==> config.mk <==
export PLATFORM = sky130hd
export DESIGN_NAME = product_bcd
export DESIGN_NICKNAME = d
export VERILOG_FILES = /design/src/rtl/bcd_pkg.sv /design/src/rtl/bcd_digit_adj.sv /design/src/rtl/product_bcd.sv
export SDC_FILE = /design/constraint.sdc
export NUM_CORES = 1
export LEC_CHECK = 0
export BUFFER_PORTS_ARGS = -buffer_cell sky130_fd_sc_hd__buf_4
export CAP_MARGIN = 10
export CORE_ASPECT_RATIO = 1.1
export CORE_MARGIN = 1.5
export CORE_UTILIZATION = 50
export DETAILED_ROUTE_END_ITERATION = 12
export GPL_TIMING_DRIVEN = 0
export PLACE_DENSITY = 0.71
export RECOVER_POWER = 50
export SETUP_SLACK_MARGIN = 0.1
export SYNTH_ARGS = -nofsm -noshare
export SYNTH_HDL_FRONTEND = slang
export SYNTH_HIERARCHICAL = 1
export SYNTH_SLANG_ARGS = --single-unit
==> constraint.sdc <==
create_clock -name Clk -period 3.82 [get_ports Clk]
set_clock_uncertainty 0.2 [all_clocks]
set_input_delay 0.764 -clock Clk [delete_from_list [all_inputs] [get_ports Clk]]
set_output_delay 0.764 -clock Clk [all_outputs]
set_load 0.02 [all_outputs]
==> src/rtl/bcd_pkg.sv <==
`default_nettype none
// ============================================================================
// Module   : bcd_pkg
// Purpose  : Shared types and constants for the signed binary to BCD converter
// Revision : 1.0 - initial release
// ============================================================================
package bcd_pkg;

  // Converter control states
  typedef enum logic [1:0] {
    IDLE = 2'd0,
    CONV = 2'd1,
    DONE = 2'd2
  } state_t;

  localparam int BCD_DIGITS        = 5;
  localparam int SHIFT_COUNT       = 16;
  localparam int BCD_ADJ_THRESHOLD = 5;
  localparam int CNT_W             = 5;

endpackage : bcd_pkg
`default_nettype wire

==> src/rtl/bcd_digit_adj.sv <==
`default_nettype none
// ============================================================================
// Module   : bcd_digit_adj
// Purpose  : Double-dabble digit correction: add 3 when the digit is >= 5 so
//            that the following left shift carries correctly into the next
//            decimal digit. 4-bit arithmetic, no carry out.
// Revision : 1.0 - initial release
// ============================================================================
module bcd_digit_adj
  import bcd_pkg::*;
(
  input  logic [3:0] i_digit,
  output logic [3:0] o_digit
);

  // Pre-shift add-3 correction
  always_comb begin
    o_digit = i_digit;
    if (i_digit >= 4'(BCD_ADJ_THRESHOLD)) begin
      o_digit = i_digit + 4'd3;
    end
  end

endmodule : bcd_digit_adj
`default_nettype wire

==> src/rtl/product_bcd.sv <==
`default_nettype none
// ============================================================================
// Module   : product_bcd
// Purpose  : Sequential signed 16-bit product to sign + 5-digit BCD converter.
//            Latches |Product| on Start, runs one double-dabble step per clock,
//            and publishes Bcd/Neg with a single-cycle Done pulse.
// Revision : 1.0 - initial release
// ============================================================================
module product_bcd
  import bcd_pkg::*;
#(
  parameter int WIDTH = 16
) (
  input  logic                      Clk,
  input  logic                      Reset,
  input  logic                      Start,
  input  logic [WIDTH-1:0]          Product,
  output logic                      Busy,
  output logic                      Done,
  output logic                      Neg,
  output logic [BCD_DIGITS*4-1:0]   Bcd
);

  localparam int SCR_W = BCD_DIGITS * 4;

  state_t             r_state;
  state_t             w_state_nxt;
  logic [WIDTH-1:0]   r_bin;
  logic [SCR_W-1:0]   r_scratch;
  logic [CNT_W-1:0]   r_cnt;
  logic               r_neg;

  logic [WIDTH-1:0]   w_mag;
  logic [SCR_W-1:0]   w_adj;
  logic               w_last_shift;

  // Magnitude of the two's-complement input; 0x8000 maps to 32768 unsigned
  assign w_mag        = Product[WIDTH-1] ? (WIDTH'(0) - Product) : Product;
  assign w_last_shift = (r_cnt == CNT_W'(SHIFT_COUNT - 1));

  // One add-3 corrector per BCD digit of the scratch register
  for (genvar gi = 0; gi < BCD_DIGITS; gi++) begin : g_adj
    bcd_digit_adj u_adj (
      .i_digit (r_scratch[gi*4 +: 4]),
      .o_digit (w_adj[gi*4 +: 4])
    );
  end

  // State register
  always_ff @(posedge Clk or posedge Reset) begin
    if (Reset) r_state <= IDLE;
    else       r_state <= w_state_nxt;
  end

  // Next-state logic
  always_comb begin
    w_state_nxt = r_state;
    case (r_state)
      IDLE:    if (Start) w_state_nxt = CONV;
      CONV:    if (w_last_shift) w_state_nxt = DONE;
      DONE:    w_state_nxt = IDLE;
      default: w_state_nxt = IDLE;
    endcase
  end

  // Datapath: capture, shift-add iterations, and registered result outputs.
  // Busy stays high through the cycle in which Done is asserted.
  always_ff @(posedge Clk or posedge Reset) begin
    if (Reset) begin
      r_bin     <= '0;
      r_scratch <= '0;
      r_cnt     <= '0;
      r_neg     <= 1'b0;
      Busy      <= 1'b0;
      Done      <= 1'b0;
      Neg       <= 1'b0;
      Bcd       <= '0;
    end else begin
      Done <= 1'b0;
      case (r_state)
        IDLE: begin
          Busy <= Start;
          if (Start) begin
            r_bin     <= w_mag;
            r_neg     <= Product[WIDTH-1];
            r_scratch <= '0;
            r_cnt     <= '0;
          end
        end
        CONV: begin
          Busy                 <= 1'b1;
          {r_scratch, r_bin}   <= {w_adj, r_bin} << 1;
          r_cnt                <= r_cnt + CNT_W'(1);
        end
        DONE: begin
          Busy <= 1'b1;
          Done <= 1'b1;
          Bcd  <= r_scratch;
          Neg  <= r_neg;
        end
        default: Busy <= 1'b0;
      endcase
    end
  end

endmodule : product_bcd
`default_nettype wire

======== Word level (Yosys, flattened, before mapping) ========
Cells that the tools add are included.
operators by class
  order comparisons ....................... 5
  $add $sub $neg .......................... 7
  reductions and logical operators ........ 6
  mux-type cells .......................... 17
  eq/ne operators ......................... 5
operator list
  cell                     number
  $pmux W20 S2             1
  $mux W16                 2
  $pmux W16 S2             1
  $ge A4 B3 Y1 const B     5
  $mux W20                 1
  $add A4 B2 Y4 const B    4
  $mux W4                  4
  $sub A1 B16 Y16 const A  1
  $pmux W5 S2              1
  $reduce_and A2 Y1        3
  $add A5 B1 Y5 const B    1
  $eq A5 B4 Y1 const B     1
  $mux W5                  1
  $mux W2                  2
  $ne A2 B2 Y1 const B     2
  $pmux W2 S2              1
  $add A3 B2 Y3 const B    1
  $mux W3                  1
  $eq A2 B1 Y1 const B     1
  $eq A2 B2 Y1 const B     1
  $logic_not A2 Y1         1
  $pmux W1 S2              1
  $reduce_bool A2 Y1       1
  $reduce_or A2 Y1         1
  $mux W1                  1
storage, ports and cells
  register bits ........................... 67
  input port bits ......................... 19
  logic and storage cells ................. 49

======== Logic depth before layout (Yosys ltp) ========
  depth in word-level cells ............... 4
  mapped depth ............................ 8
  depth with buffers taken out ............ 7

======== By module ========
The synthesis kept the hierarchy.
modules (own cells, without submodules)
  module         cells an instance  sequential area each (um^2)  area each (um^2)  instances
  product_bcd    255                1676.6                       3024.2            1
  bcd_digit_adj  16                 0.0                          101.3             5

======== Worst setup path after synthesis ========
Ideal clock, no wire load.
  path kind ............................... in2reg
  from .................................... input port Product[0]
  to ...................................... register r_bin[12]
  data arrival time ....................... 2.167 ns
  slack ................................... 1.370 ns
  data required time ...................... 3.537 ns
  library setup time ...................... 0.083 ns
  stages .................................. 7
  cells stage by stage .................... inv_1 ha_1 or4b_4 o41ai_2 xnor2_1 mux2i_1 o21ai_0
between the ends
  longest elaborated chain between the ends .. 4
RTL lines
  item                    line               source
  start: declaration      product_bcd.sv:17  input logic [WIDTH-1:0] Product,
  $sub A1 B16 Y16         product_bcd.sv:38  assign w_mag = Product[WIDTH-1] ? (WIDTH'(0) - Product) : Product;
  $mux W16                product_bcd.sv:38
  $mux W16                product_bcd.sv:83  if (Start) begin
  $pmux W16 S2            product_bcd.sv:80  case (r_state)
  end signal: assignment  product_bcd.sv:84  r_bin <= w_mag;
  end signal: assignment  product_bcd.sv:92  {r_scratch, r_bin} <= {w_adj, r_bin} << 1;
  end: declaration        product_bcd.sv:28  logic [WIDTH-1:0] r_bin;
Every way passes these cells. The select of a mux whose other input is x is not followed.
A chain may end at the register's enable or synchronous reset.

======== Worst setup path after layout ========
  from .................................... register r_state[0]
  to ...................................... register r_bin[4]
between the ends
  longest elaborated chain between the ends .. 3
  elaborated cells between the ends (all ways) .. 6
  classes of those cells .................. eq/ne (2); mux (1); reduce/logical (3)
RTL lines
  item                                                                 line               source
  start: declaration                                                   product_bcd.sv:26  state_t r_state;
  start signal: assignment                                             product_bcd.sv:52  else r_state <= w_state_nxt;
  $eq A2 B1 Y1 or $logic_not A2 Y1 (tied branches)                     product_bcd.sv:80
  $reduce_bool A2 Y1 (no source line) or $ne A2 B2 Y1 (tied branches)  -
  $reduce_and A2 Y1 (no source line)                                   -
Parallel ways exist; a longest one is shown, timed or not.

==> results.md <==
* Status: finished clean
* CP max stage delay at ~0.42 ns
* Max IR drop VDD at between 300 and 400 uV
* Most common cell after layout, fill and taps aside: dfrtp_1
* Port bufs at about 40
* Hold depth at 2
* Required time worst endpoint at roughly 3.8 ns
* CP Class: flip-flop to flip-flop
* Drt initial violations at 157
* Most used cell, CP: clkbuf_1
* Sw frac at 0.381
* Router iterations before antenna repair at 4
* Syn-to-layout area delta at 16.4%
* DR WL met2 at roughly 3300 um
* Gates resized, CTS repair at 0
* Synth warn at 6
* Final worst path period share at 0.640
* CP cell instances: inv_1 -> ha_1 -> nand2b_1 -> clkbuf_1 -> o21a_1 -> clkbuf_1 -> mux2_2
* Static Leakage at about 2.0 nW
* Vias in the first global route at around 2500
* CTS max path bufs at 2
* Commonest cells after routing, fill and taps aside: dfrtp_1, nand2_1, buf_4, o21ai_0
* Psw at approximately 0.9 mW
* TritonCTS clock tree: built
* Worst setup margin at approximately 1.4 ns
* Fraction of layout cells with a size suffix above 1 at 0.216
* DP HPWL at around 4700 um
* Die W at between 80 and 90 um
* CP Data Arrival Time at around 2.5 ns
* Logic pwr share at 0.373
* RSZ-0062 raised after global routing: false
* Reg-to-reg critical path startpoint: r_state[0]
* Startpoint Class: flip-flop
* Hold Crit Start: r_bin[8]
* Die ar. at around 7500 sq um
* Antenna diode count at 0
* Max cap viols at 0
* Site Rows at 31
* Pre-CTS setup slack at between 1 and 1.5 ns
* Tmin final at around 2.4 ns
* DRT antenna net count at 0
* CP Max Fanout at 10
* Post-CTS setup buffer count at 0
* H-tree depth at 3
* Synthesized cell area at roughly 3500 sq um
* Clock Power Share at 0.219
* Final TNS setup at 0 ns
* Hold Crit Endpoint: r_bin[8]
* Sequential Area at approximately 1700 sq um
* RR Endpoint: r_bin[4]
* Worst-Skew Late Latency at 0.34 ns
* Rel. slew slack at 0.260
* Met1 Wirelength at 2900 um
* Total Routing Usage GR at 0.188
* Flop pwr share at 0.407
* CTS buffer count at 9
* Mean Syn Cell Area at ~11 sq um
* Die H at between 90 and 100 um
* Syn Nets at roughly 370
* Final Hold Vio Count at 0
* Clock sink count at 67
* Worst min-delay path class: flip-flop to flip-flop
* Reg-to-reg slack, setup at between 1 and 1.5 ns
* CP max-delay cell: dfrtp_1
* Max-slew violations at 0
* Final #Nets at roughly 420
* Final setup vio count at 0
* CP top delay family: buffers and inverters
* Area of the multi-input gates at approximately 1700 sq um
* Drt total wl at 6470 um
* DRC viols at 0
* P_int at approximately 1.5 mW
* Total gr overflow at 0
* Power Density at slightly below 600 nW/um^2
* Fmax at just over 400 MHz
* Average wire per standard cell at 13.7 um
* Reg2Reg Depth at 7
* Placer Congestion at just under 0.8
* Via/cell ratio at 5.37
* Synth Instances at about 330
* DR top layer: met4
* Global-route wire length before repair at 11400 um
* Antenna violations before repair at 0
* FILL cells at 554
* Total Power at ~2.4 mW
* Starting density of the core at 0.526
* Pin slew with the least headroom to its limit at approximately 1.1 ns
* Largest net degree at the start of global routing at 40
* Clock root buffer: clkbuf_8
* # IOs at 42
* CP endpoint kind: flip-flop
* Core box area at roughly 6700 sq um
* Clock Pin Slew Worst Setup and Hold Paths at 0.07 ns
* Buf/Inv on CP at 3
* CTS hold repair buffers at 0
* Via count at about 2500
* Routed met3 length at 193 um
-- worst reg2reg max path, cell delays in order (launching register included) --
cell,delay [ns]
dfrtp_1,0.42
inv_1,0.11
ha_1,0.27
nand2b_1,0.09
clkbuf_1,0.32
o21a_1,0.17
clkbuf_1,0.36
mux2_2,0.38
-- metrics by stage --
step / hold WS [ns] / util / instances / cell area (sq um)
after floorplan: 0.250 / - / 331 / 3510
after global placement: 0.264 / 0.588 / 454 / 3920
after detailed placement: 0.274 / 0.591 / 455 / 3940
after CTS: 0.289 / 0.617 / 471 / 4110
after global routing: 0.313 / 0.613 / 471 / 4090
final: 0.282 / 0.613 / 471 / 4090
-- registers in the layout, indices dropped and copies added, names as in the netlist --
signal     cells
r_state        2
Bcd           20
r_neg          1
r_cnt          5
Busy           1
Neg            1
Done           1
r_bin         16
r_scratch     20
-- worst max path at each step --
stage,endpoint,from,slack [ns],depth (start not counted)
floorplan,Bcd[0],Reset,1.17,1
global placement,Bcd[14],Reset,0.36,2
detailed placement,r_bin[12],Product[0],1.11,8
CTS,r_bin[4],r_state[0],1.38,7
global route,r_bin[4],r_state[0],1.23,7
finish,r_bin[4],r_state[0],1.38,7
-- routing by layer --
layer,vias to the layer above,track usage
met5,-,0
met4,0,0.0833
met3,10,0.0384
met2,41,0.330
met1,1210,0.223
li1,1267,-
-- power groups by stage --
| stage | Combinational [mW] | Sequential, mW | Clock, mW |
|---|---|---|---|
| 2_1_floorplan | 0.621 | 1.00 | 0 |
| 6_report | 0.893 | 0.973 | 0.524 |
| 4_1_cts | 0.916 | 0.974 | 0.535 |
| 3_3_place_gp | 0.885 | 0.980 | 0 |
| 5_1_grt | 1.01 | 0.996 | 0.566 |
| 3_5_place_dp | 0.913 | 0.986 | 0 |
-- final cells by class --
class / count / share of cell area
buffer: 14 / 0.0129
clock buffer: 14 / 0.0398
clock inverter: 2 / 0.00245
inverter: 18 / 0.0165
multi-input combinational: 232 / 0.419
sequential: 67 / 0.410
tap: 82 / 0.0251
timing repair buffer: 42 / 0.0738
(Power assumes the default switching activity.)
